## src/rtl/pipe_pkg.sv

```systemverilog
// ---------------------------------------------------------------------------
// pipe_pkg
// Shared constants for the processor pipeline stage registers.
//   - Per-stage payload widths (ID/EX, EX/MEM, MEM/WB).
//   - Per-stage control widths and bubble (no-op) control values.
//   - Occupancy state encoding used by pipe_stage_skid.
// No ports; imported with "import pipe_pkg::*;".
// ---------------------------------------------------------------------------
package pipe_pkg;

  // Memory-access no-op encodings.
  // mem_w = 2'b11 is the "no store" code on this datapath.
  localparam logic [1:0] MEM_W_NOP = 2'b11;
  localparam logic [1:0] MEM_R_NOP = 2'b00;

  // Payload widths per stage.
  localparam int IDEX_DATA_W  = 192;
  localparam int EXMEM_DATA_W = 160;
  localparam int MEMWB_DATA_W = 96;

  // EX/MEM control layout: [11:8] rd, [7:6] mem_w, [5:4] mem_r,
  // [3] reg_w, [2:0] branch. The bubble writes no register and touches no
  // memory, which gives 12'h0C0.
  localparam int              EXMEM_CTRL_W      = 12;
  localparam logic [11:0]     EXMEM_CTRL_BUBBLE = {4'h0, MEM_W_NOP, MEM_R_NOP, 1'b0, 3'b000};

  // ID/EX carries four extra ALU-op bits above the EX/MEM control field.
  localparam int              IDEX_CTRL_W       = 16;
  localparam logic [15:0]     IDEX_CTRL_BUBBLE  = {4'h0, EXMEM_CTRL_BUBBLE};

  // MEM/WB only needs rd and reg_w; all-zero is a no-op.
  localparam int              MEMWB_CTRL_W      = 8;
  localparam logic [7:0]      MEMWB_CTRL_BUBBLE = 8'h00;

  // Occupancy of a stage. Bit 0 is "main entry valid" and bit 1 is
  // "skid entry valid", so both flags come straight off flops.
  typedef enum logic [1:0] {
    ST_EMPTY = 2'b00,
    ST_MAIN  = 2'b01,
    ST_SKID  = 2'b11
  } stage_state_e;

endpackage

```

## src/rtl/pipe_stage_skid_if.sv

```systemverilog
// ---------------------------------------------------------------------------
// pipe_stage_skid_if
// Valid/ready handshake bundle carrying a payload and a control field.
//   valid : producer offers an entry
//   ready : consumer can take it
//   data  : payload, DATA_W bits
//   ctrl  : control field, CTRL_W bits
// Modports: master = producer side, slave = consumer side.
// ---------------------------------------------------------------------------
interface pipe_stage_skid_if #(
  parameter int DATA_W = 160,
  parameter int CTRL_W = 12
);

  logic              valid;
  logic              ready;
  logic [DATA_W-1:0] data;
  logic [CTRL_W-1:0] ctrl;

  modport master (output valid, output data, output ctrl, input ready);
  modport slave  (input valid, input data, input ctrl, output ready);

endinterface

```

## src/rtl/pipe_stage_skid.sv

```systemverilog
// ---------------------------------------------------------------------------
// pipe_stage_skid
// Generic pipeline stage register with a 2-entry skid buffer. Full
// throughput, every output registered, no combinational path from the
// upstream side to the downstream side or from dn.ready to up.ready.
//   clk        : clock, rising edge
//   rst_n      : asynchronous reset, active low
//   flush      : synchronous squash of held and incoming entries
//   up (slave) : upstream valid/ready/data/ctrl; up.ready is registered
//   dn (master): downstream valid/ready/data/ctrl; dn.ctrl is CTRL_BUBBLE
//                whenever dn.valid is low
//   stall_cnt  : saturating count of cycles with dn.valid & !dn.ready
// ---------------------------------------------------------------------------
module pipe_stage_skid
  import pipe_pkg::*;
#(
  parameter int                DATA_W      = EXMEM_DATA_W,
  parameter int                CTRL_W      = EXMEM_CTRL_W,
  parameter logic [CTRL_W-1:0] CTRL_BUBBLE = EXMEM_CTRL_BUBBLE,
  parameter int                STALL_CNT_W = 16
) (
  input  logic                   clk,
  input  logic                   rst_n,
  input  logic                   flush,
  pipe_stage_skid_if.slave       up,
  pipe_stage_skid_if.master      dn,
  output logic [STALL_CNT_W-1:0] stall_cnt
);

  localparam logic [STALL_CNT_W-1:0] STALL_ONE = 1;

  stage_state_e      state_q, state_d;
  logic              in_ready_q, in_ready_d;
  logic [DATA_W-1:0] m_data_q, m_data_d;
  logic [CTRL_W-1:0] m_ctrl_q, m_ctrl_d;
  logic [DATA_W-1:0] s_data_q, s_data_d;
  logic [CTRL_W-1:0] s_ctrl_q, s_ctrl_d;
  logic [STALL_CNT_W-1:0] stall_q;

  logic acc;
  logic xfer;

  // Handshake events, computed only from registered readiness/validity
  // plus the incoming strobes.
  assign acc  = up.valid & in_ready_q;
  assign xfer = state_q[0] & dn.ready;

  // Next-state logic. Flush wins over everything. Otherwise the skid entry
  // drains first; a new entry goes to main when main is free or leaving,
  // and to the skid slot when main is stuck. Because up.ready is low while
  // the skid slot is full, acc can never be true in ST_SKID.
  always_comb begin
    state_d    = state_q;
    in_ready_d = in_ready_q;
    m_data_d   = m_data_q;
    m_ctrl_d   = m_ctrl_q;
    s_data_d   = s_data_q;
    s_ctrl_d   = s_ctrl_q;

    if (flush) begin
      state_d    = ST_EMPTY;
      m_ctrl_d   = CTRL_BUBBLE;
      in_ready_d = 1'b1;
    end else begin
      case (state_q)
        ST_EMPTY: begin
          if (acc) begin
            state_d  = ST_MAIN;
            m_data_d = up.data;
            m_ctrl_d = up.ctrl;
          end
        end
        ST_MAIN: begin
          if (acc && xfer) begin
            m_data_d = up.data;
            m_ctrl_d = up.ctrl;
          end else if (acc) begin
            state_d    = ST_SKID;
            s_data_d   = up.data;
            s_ctrl_d   = up.ctrl;
            in_ready_d = 1'b0;
          end else if (xfer) begin
            // out_data keeps its last value; only ctrl drops to the bubble.
            state_d  = ST_EMPTY;
            m_ctrl_d = CTRL_BUBBLE;
          end
        end
        ST_SKID: begin
          if (xfer) begin
            state_d    = ST_MAIN;
            m_data_d   = s_data_q;
            m_ctrl_d   = s_ctrl_q;
            in_ready_d = 1'b1;
          end
        end
        default: begin
          // Unreachable encoding: recover to an empty stage.
          state_d    = ST_EMPTY;
          m_ctrl_d   = CTRL_BUBBLE;
          in_ready_d = 1'b1;
        end
      endcase
    end
  end

  // State and storage registers. Reset discards both entries at once,
  // without waiting for a clock edge.
  always_ff @(posedge clk or negedge rst_n) begin
    if (!rst_n) begin
      state_q    <= ST_EMPTY;
      in_ready_q <= 1'b1;
      m_data_q   <= '0;
      m_ctrl_q   <= CTRL_BUBBLE;
      s_data_q   <= '0;
      s_ctrl_q   <= CTRL_BUBBLE;
    end else begin
      state_q    <= state_d;
      in_ready_q <= in_ready_d;
      m_data_q   <= m_data_d;
      m_ctrl_q   <= m_ctrl_d;
      s_data_q   <= s_data_d;
      s_ctrl_q   <= s_ctrl_d;
    end
  end

  // Stall counter: counts cycles where the head is offered but refused,
  // including a flush cycle, and sticks at all-ones.
  always_ff @(posedge clk or negedge rst_n) begin
    if (!rst_n) begin
      stall_q <= '0;
    end else if (state_q[0] && !dn.ready && !(&stall_q)) begin
      stall_q <= stall_q + STALL_ONE;
    end
  end

  assign up.ready  = in_ready_q;
  assign dn.valid  = state_q[0];
  assign dn.data   = m_data_q;
  assign dn.ctrl   = m_ctrl_q;
  assign stall_cnt = stall_q;

endmodule

```

## src/flat_wrapper.sv

```systemverilog
// flat-port wrapper written by rule: the top's interface ports become plain ports
module pipe_stage_skid_flat import pipe_pkg::*;
#(
  parameter int                DATA_W      = EXMEM_DATA_W,
  parameter int                CTRL_W      = EXMEM_CTRL_W,
  parameter logic [CTRL_W-1:0] CTRL_BUBBLE = EXMEM_CTRL_BUBBLE,
  parameter int                STALL_CNT_W = 16
)
  (clk, rst_n, flush, stall_cnt, up_valid, up_data, up_ctrl, up_ready, dn_valid, dn_data, dn_ctrl, dn_ready);
  pipe_stage_skid_if #(.DATA_W(DATA_W), .CTRL_W(CTRL_W)) up_i ();
  pipe_stage_skid_if #(.DATA_W(DATA_W), .CTRL_W(CTRL_W)) dn_i ();
  input  logic clk;
  input  logic rst_n;
  input  logic flush;
  output logic [STALL_CNT_W-1:0] stall_cnt;
  input wire logic [$bits(up_i.valid)-1:0] up_valid;
  input wire logic [$bits(up_i.data)-1:0] up_data;
  input wire logic [$bits(up_i.ctrl)-1:0] up_ctrl;
  output wire logic [$bits(up_i.ready)-1:0] up_ready;
  output wire logic [$bits(dn_i.valid)-1:0] dn_valid;
  output wire logic [$bits(dn_i.data)-1:0] dn_data;
  output wire logic [$bits(dn_i.ctrl)-1:0] dn_ctrl;
  input wire logic [$bits(dn_i.ready)-1:0] dn_ready;
  assign up_i.valid = up_valid;
  assign up_i.data = up_data;
  assign up_i.ctrl = up_ctrl;
  assign up_ready = up_i.ready;
  assign dn_valid = dn_i.valid;
  assign dn_data = dn_i.data;
  assign dn_ctrl = dn_i.ctrl;
  assign dn_i.ready = dn_ready;
  pipe_stage_skid #(.DATA_W(DATA_W), .CTRL_W(CTRL_W), .CTRL_BUBBLE(CTRL_BUBBLE), .STALL_CNT_W(STALL_CNT_W)) u_core (.clk(clk), .rst_n(rst_n), .flush(flush), .up(up_i), .dn(dn_i), .stall_cnt(stall_cnt));
endmodule
```

## config.mk

```make
export PLATFORM = sky130hd
export DESIGN_NAME = pipe_stage_skid_flat
export DESIGN_NICKNAME = d
export VERILOG_FILES = /design/src/rtl/pipe_pkg.sv /design/src/rtl/pipe_stage_skid_if.sv /design/src/rtl/pipe_stage_skid.sv /design/src/flat_wrapper.sv
export SDC_FILE = /design/constraint.sdc
export NUM_CORES = 1
export LEC_CHECK = 0
export CAP_MARGIN = 20
export CELL_PAD_IN_SITES_DETAIL_PLACEMENT = 2
export CELL_PAD_IN_SITES_GLOBAL_PLACEMENT = 2
export CORE_AREA = 2 2 218 220
export CTS_BUF_LIST = sky130_fd_sc_hd__clkbuf_4 sky130_fd_sc_hd__clkbuf_8 sky130_fd_sc_hd__clkbuf_16
export DETAILED_ROUTE_END_ITERATION = 10
export DIE_AREA = 0 0 220 222
export HOLD_SLACK_MARGIN = 0.12
export PLACE_DENSITY = 0.9
export SETUP_SLACK_MARGIN = 0.15
export SLEW_MARGIN = 20
export SYNTH_ARGS = -nofsm -noshare
export SYNTH_HDL_FRONTEND = slang
export SYNTH_SLANG_ARGS = --single-unit
```

## constraint.sdc

```tcl
create_clock -name clk -period 3.03 [get_ports clk]
set_input_delay 0.4545 -clock clk [delete_from_list [all_inputs] [get_ports clk]]
set_output_delay 0.4545 -clock clk [all_outputs]
set_load 0.005 [all_outputs]
```

; Yosys cells after proc, flatten, opt, wreduce, memory -nomap -nowiden
; Index checks and enable logic that the tools add are counted.
[totals]
wordCells = 61
out_inout_bits = 190
input_bits = 177
regBits = 363
[op_classes]
n_eq_ne = 13
n_reduce_logical = 13
n_mux = 23
bitwise_logic = 4
n_addsub = 1
[op_table]
columns = cell, count
row1 = $mux W160, 3
row2 = $pmux W160 S3, 1
row3 = $mux W12, 6
row4 = $pmux W12 S3, 1
row5 = $add A16 B1 Y16 const B, 1
row6 = $reduce_and A16 Y1, 1
row7 = $reduce_and A4 Y1, 4
row8 = $mux W2, 6
row9 = $ne A3 B2 Y1 const B, 3
row10 = $ne A4 B2 Y1 const B, 2
row11 = $ne A2 B1 Y1 const B, 3
row12 = $pmux W2 S3, 1
row13 = $reduce_and A5 Y1, 1
row14 = $mux W1, 4
row15 = $ne A4 B4 Y1 const B, 1
row16 = $logic_and A1 B1 Y1, 3
row17 = $ne A3 B3 Y1 const B, 1
row18 = $pmux W1 S3, 1
row19 = $reduce_bool A3 Y1, 1
row20 = $and A1 B1 Y1, 2
row21 = $eq A2 B1 Y1 const B, 1
row22 = $eq A2 B2 Y1 const B, 1
row23 = $logic_not A1 Y1, 2
row24 = $logic_not A2 Y1, 1
row25 = 2 further kinds, 3

; Depth between registers and ports, before layout
[logic_depth]
depth_word = 6
depth_mapped = 9
ltp_nobuf = 6

; Worst setup path after synthesis
; Ideal clock, no wire load.
[synth_path]
kind = reg2reg
start = register u_core.state_q[0]
end = register u_core.s_data_q[1]
setup_time_ns = 0.128
t_arrival_ns = 2.064
path_stages_with_launch = 9
period_less_slack_ns = 2.192
required_ns = 2.902
path_buffers = 4
path_slack_ns = 0.838
path_cell_list = dfrtp_1 -> ha_1 -> buf_2 -> nand3_1 -> or3_1 -> buf_2 -> buf_4 -> buf_4 -> mux2_1
[synth_via]
elab_chain_len = 4
word_cells_on_any_way = 5
classes_between = eq/ne: 1 / bitwise: 2 / reduce/logical: 2
[synth_rtl]
columns = element, line_no
row1 = start: declaration, pipe_stage_skid.sv:32  ; stage_state_e state_q, state_d;
row2 = start signal: assignment, pipe_stage_skid.sv:117  ; state_q <= state_d;
row3 = $and A1 B1 Y1, pipe_stage_skid.sv:46  ; assign xfer = state_q[0] & dn.ready;
row4 = $logic_and A1 B1 Y1, pipe_stage_skid.sv:74  ; if (acc && xfer) begin
row5 = $not A1 Y1 (no source line), -
row6 = $reduce_and A4 Y1 (no source line) *, -
row7 = end signal: assignment, pipe_stage_skid.sv:121  ; s_data_q <= s_data_d;
row8 = end: declaration, pipe_stage_skid.sv:36  ; logic [DATA_W-1:0] s_data_q, s_data_d;
; Every way passes the cells marked *; elsewhere a longest branch is shown, timed or not.
; A chain may end at the register's enable or synchronous reset.

; Worst setup path in the final report
[layout_path]
start = register u_core.state_q[0]
end = register u_core.m_data_q[63] (netlist: u_core.dn.data[63])
[layout_via]
elab_chain_len = 4
word_cells_on_any_way = 11
classes_between = eq/ne: 5 / mux: 1 / bitwise: 1 / reduce/logical: 4
[layout_rtl]
columns = element, line_no
row1 = $and A1 B1 Y1, pipe_stage_skid.sv:46
row2 = $logic_and A1 B1 Y1, pipe_stage_skid.sv:74
row3 = $ne A2 B1 Y1 (no source line), -
row4 = $reduce_and A5 Y1 (no source line), -
row5 = end signal: assignment, pipe_stage_skid.sv:119  ; m_data_q <= m_data_d;
row6 = end: declaration, pipe_stage_skid.sv:34  ; logic [DATA_W-1:0] m_data_q, m_data_d;
; Several ways; a longest one is shown, not always the timed one.

==> flow_metrics.tcl <==
set metrics [dict create \
    drc_errors 0 \
    placed_cell_area_sq_um 19700 \
    wl_per_cell_um 23.3 \
    end_kind "register" \
    worst_pin_slew_ns 0.795 \
    final_area_sq_um 21200 \
    hold_path.class "reg -> reg" \
    worstHoldPathCells 1 \
    nets 1759 \
    drtPass1Iterations 4 \
    syn_to_final_growth_pct 38.9 \
    cts.clk_slew.worst_paths_ns 0.06 \
    cts_buffer_depth 3 \
    dieArea_sq_um 48800 \
    drive_gt1_share_pct 17.8 \
    io_pins 367 \
    fill_cells 4527 \
    hold_viol_final 0 \
    crit_family "compound AO/OA/AOI/OAI gates" \
    final-max-slew-violation-count 0 \
    die_w_um 220 \
    yosys-top-cells-area "dfrtp_1, mux2_2, mux2i_1" \
    synthFlopType "dfrtp_1" \
    drv_cap 0 \
    dr.max_layer_used "met5" \
    netlist_top_cells_count "dfrtp_1, mux2_2, nor2_1" \
    overflow 0 \
    drtIter0Drc 508 \
    placement.io_buffers 366 \
    synth_nets 1392 \
    p_per_area_nw_per_um2 1000 \
    fin_skew_ns 0.0119 \
    cts_tree "done" \
    synth.distinct_cells 36 \
    critical_path.max_fanout 152 \
    irDropWorstVdd_mv 0.582 \
    vias 11200 \
    hp-start "u_core.s_data_q[2]$_DFFE_PN0P_" \
    fin_crit_ns 2.68 \
    critPathMaxStageDelay_ns 0.50 \
    netlist_area_sq_um 15200 \
    dr_wl_met3_mm 2.86 \
    grt_pass1_vias 13400 \
    cts_num_sinks 363 \
    grt_use_total_pct 21.4 \
    crit_type "reg -> reg" \
    status "complete, no violations" \
    hold_end "u_core.s_data_q[2]$_DFFE_PN0P_" \
    ys_seq_area_share_pct 59.7 \
    core_sq_um 46300 \
    period_share_pct 88.5 \
    wl_met1_mm 19.1 \
    regArea_sq_um 9090 \
    hold_slack_ns 0.492 \
    numCtsBuffers 43 \
    synth_top_area_cell "dfrtp_1" \
    r2r_start "u_core.state_q[0]$_DFFE_PN0P_" \
    synth.most_common_cell "dfrtp_1" \
    synth-seq-cells 363 \
    crit_buf_inv 2 \
    antenna_found_initial 18 \
    synth-edff-count 0 \
    rsz0062_at_grt "yes" \
    p_leak_nw 8.52 \
    start_util_pct 32.9 \
    wl_met2_mm 27.7 \
    tns_ns 0 \
    setup_viol 0 \
    clk_latency_ns 0.55 \
    postCtsSetupRepairBufs 0 \
    grt_max_degree 153 \
    die_h_um 222 \
    max_clock_freq_ghz 0.373 \
    worstSetupStartpointType "register" \
    antenna_left 0 \
    reg2reg_setup_slack_ns 0.35 \
    reg2reg_to "u_core.dn.data[63]$_DFFE_PN0P_" \
    async_reset_ff_share_pct 100 \
    multi_input_area_sq_um 5780 \
    yosys_warnings 0 \
    critPathRequiredTime_ns 3.48 \
    drt-total-wl_mm 51.8 \
    hpwl_mm 35.1 \
    reg2reg_depth 7 \
    slowest_stage "clkbuf_16" \
    grt_pass1_wl_mm 80.9 \
    synth_top_area_share_pct 58.8 \
    routed_via_density 5.05 \
    slew_headroom_pct 46.5 \
    netlist_instances 1210 \
    globalplace.congestion 0.779 \
    htree_levels 2 \
    synth_area_per_cell_sq_um 12.6 \
    rows 79 \
    worstPathArrival_ns 3.13 \
    crit_path_cell_trace "inv_1, ha_1, or2_0, a2111oi_4, clkbuf_16, nor2_1, a21oi_1" \
    cts_root_buf "clkbuf_16" \
]
## worst reg2reg max path, cell delays in order (launching register included)
cell and delay [ns]:
dfrtp_1 0.43, inv_1 0.09, ha_1 0.20, or2_0 0.37, a2111oi_4 0.48, clkbuf_16 0.50, nor2_1 0.29, a21oi_1 0.22
## logic make-up (layout without fill, tap and decap cells)
logic type,after synthesis,count (layout),synth area share (%)
xor+xnor,13,13,0.748
other cells,0,14,0
flops,363,363,59.7
fa+ha+maj,5,5,0.411
buf+inv,83,477,2.43
simple gates,212,212,5.74
compound gates,195,195,7.20
mux,339,339,23.8
## placed cells by master, fill, tap and decap left out, drive strengths merged, types with 6 or more instances in the layout
cell,instances
mux2i,160
buf,32
nor2,169
a21oi,162
dfrtp,358
diode,14
nor3,9
nand3,7
mux2,179
xor2,10
nand2,7
clkbuf,68
clkdlybuf4s50,365
nand4,6
a22o,21
inv,6
## flip-flops by register name, indices dropped and copies added, names as in the netlist
register	flops
u_core.state_q	2
u_core.dn.ctrl	12
u_core.s_data_q	160
u_core.stall_cnt	16
u_core.up.ready	1
u_core.s_ctrl_q	12
u_core.dn.data	160
## cell type report
type,count,share of cell area (%)
inverters,6,0.106
repair buffers,399,19.3
flip-flops and latches,363,43.0
well taps,607,3.59
diodes,14,0.166
clock buffers,67,6.34
clock inverters,5,0.237
multi-input cells,764,27.3
## timing repair
item / CTS / global route
resized for setup: 0 / 2
hold endpoints to repair: 66 / 0
setup endpoints to repair: 0 / 1
hold buffers: 1 / 0
## power breakdown
group / leakage [nW] / internal [W] / switching (W)
clock: 0.706 / 0.00311 / 0.00204
sequential: 4.21 / 0.00719 / 0.00154
combinational: 3.60 / 0.00413 / 0.00323
total: 8.52 / 0.0144 / 0.00681
## stage by stage
step | util [%] | setup slack (ns) | power [W] | std cells
after global routing | 45.7 | 0.141 | 0.0225 | 2225
final | 45.7 | 0.347 | 0.0212 | 2225
after CTS | 45.6 | 0.303 | 0.0216 | 2211
after detailed placement | 42.6 | 0.0566 | 0.0161 | 2138
after floorplan | - | 0.838 | 0.0117 | 1210
after global placement | 42.6 | 0.336 | 0.0153 | 2138
## worst max-delay path by stage
stage | startpoint | endpoint | cells after the start
2_1_floorplan | u_core.state_q[0]$_DFFE_PN0P_ | u_core.s_data_q[1]$_DFFE_PN0P_ | 8
3_3_place_gp | dn_ready | u_core.dn.data[101]$_DFFE_PN0P_ | 7
3_5_place_dp | dn_ready | u_core.dn.data[63]$_DFFE_PN0P_ | 6
4_1_cts | u_core.state_q[0]$_DFFE_PN0P_ | u_core.dn.data[121]$_DFFE_PN0P_ | 8
5_1_grt | u_core.state_q[0]$_DFFE_PN0P_ | u_core.dn.data[63]$_DFFE_PN0P_ | 7
6_report | u_core.state_q[0]$_DFFE_PN0P_ | u_core.dn.data[63]$_DFFE_PN0P_ | 7
## metal layers
layer,global-route usage [%],vias up
li1,-,4990
met1,23.5,5829
met2,38.2,298
met3,5.80,118
met4,9.81,8
met5,0,-
Note: power is estimated with default switching activity, not from simulation.
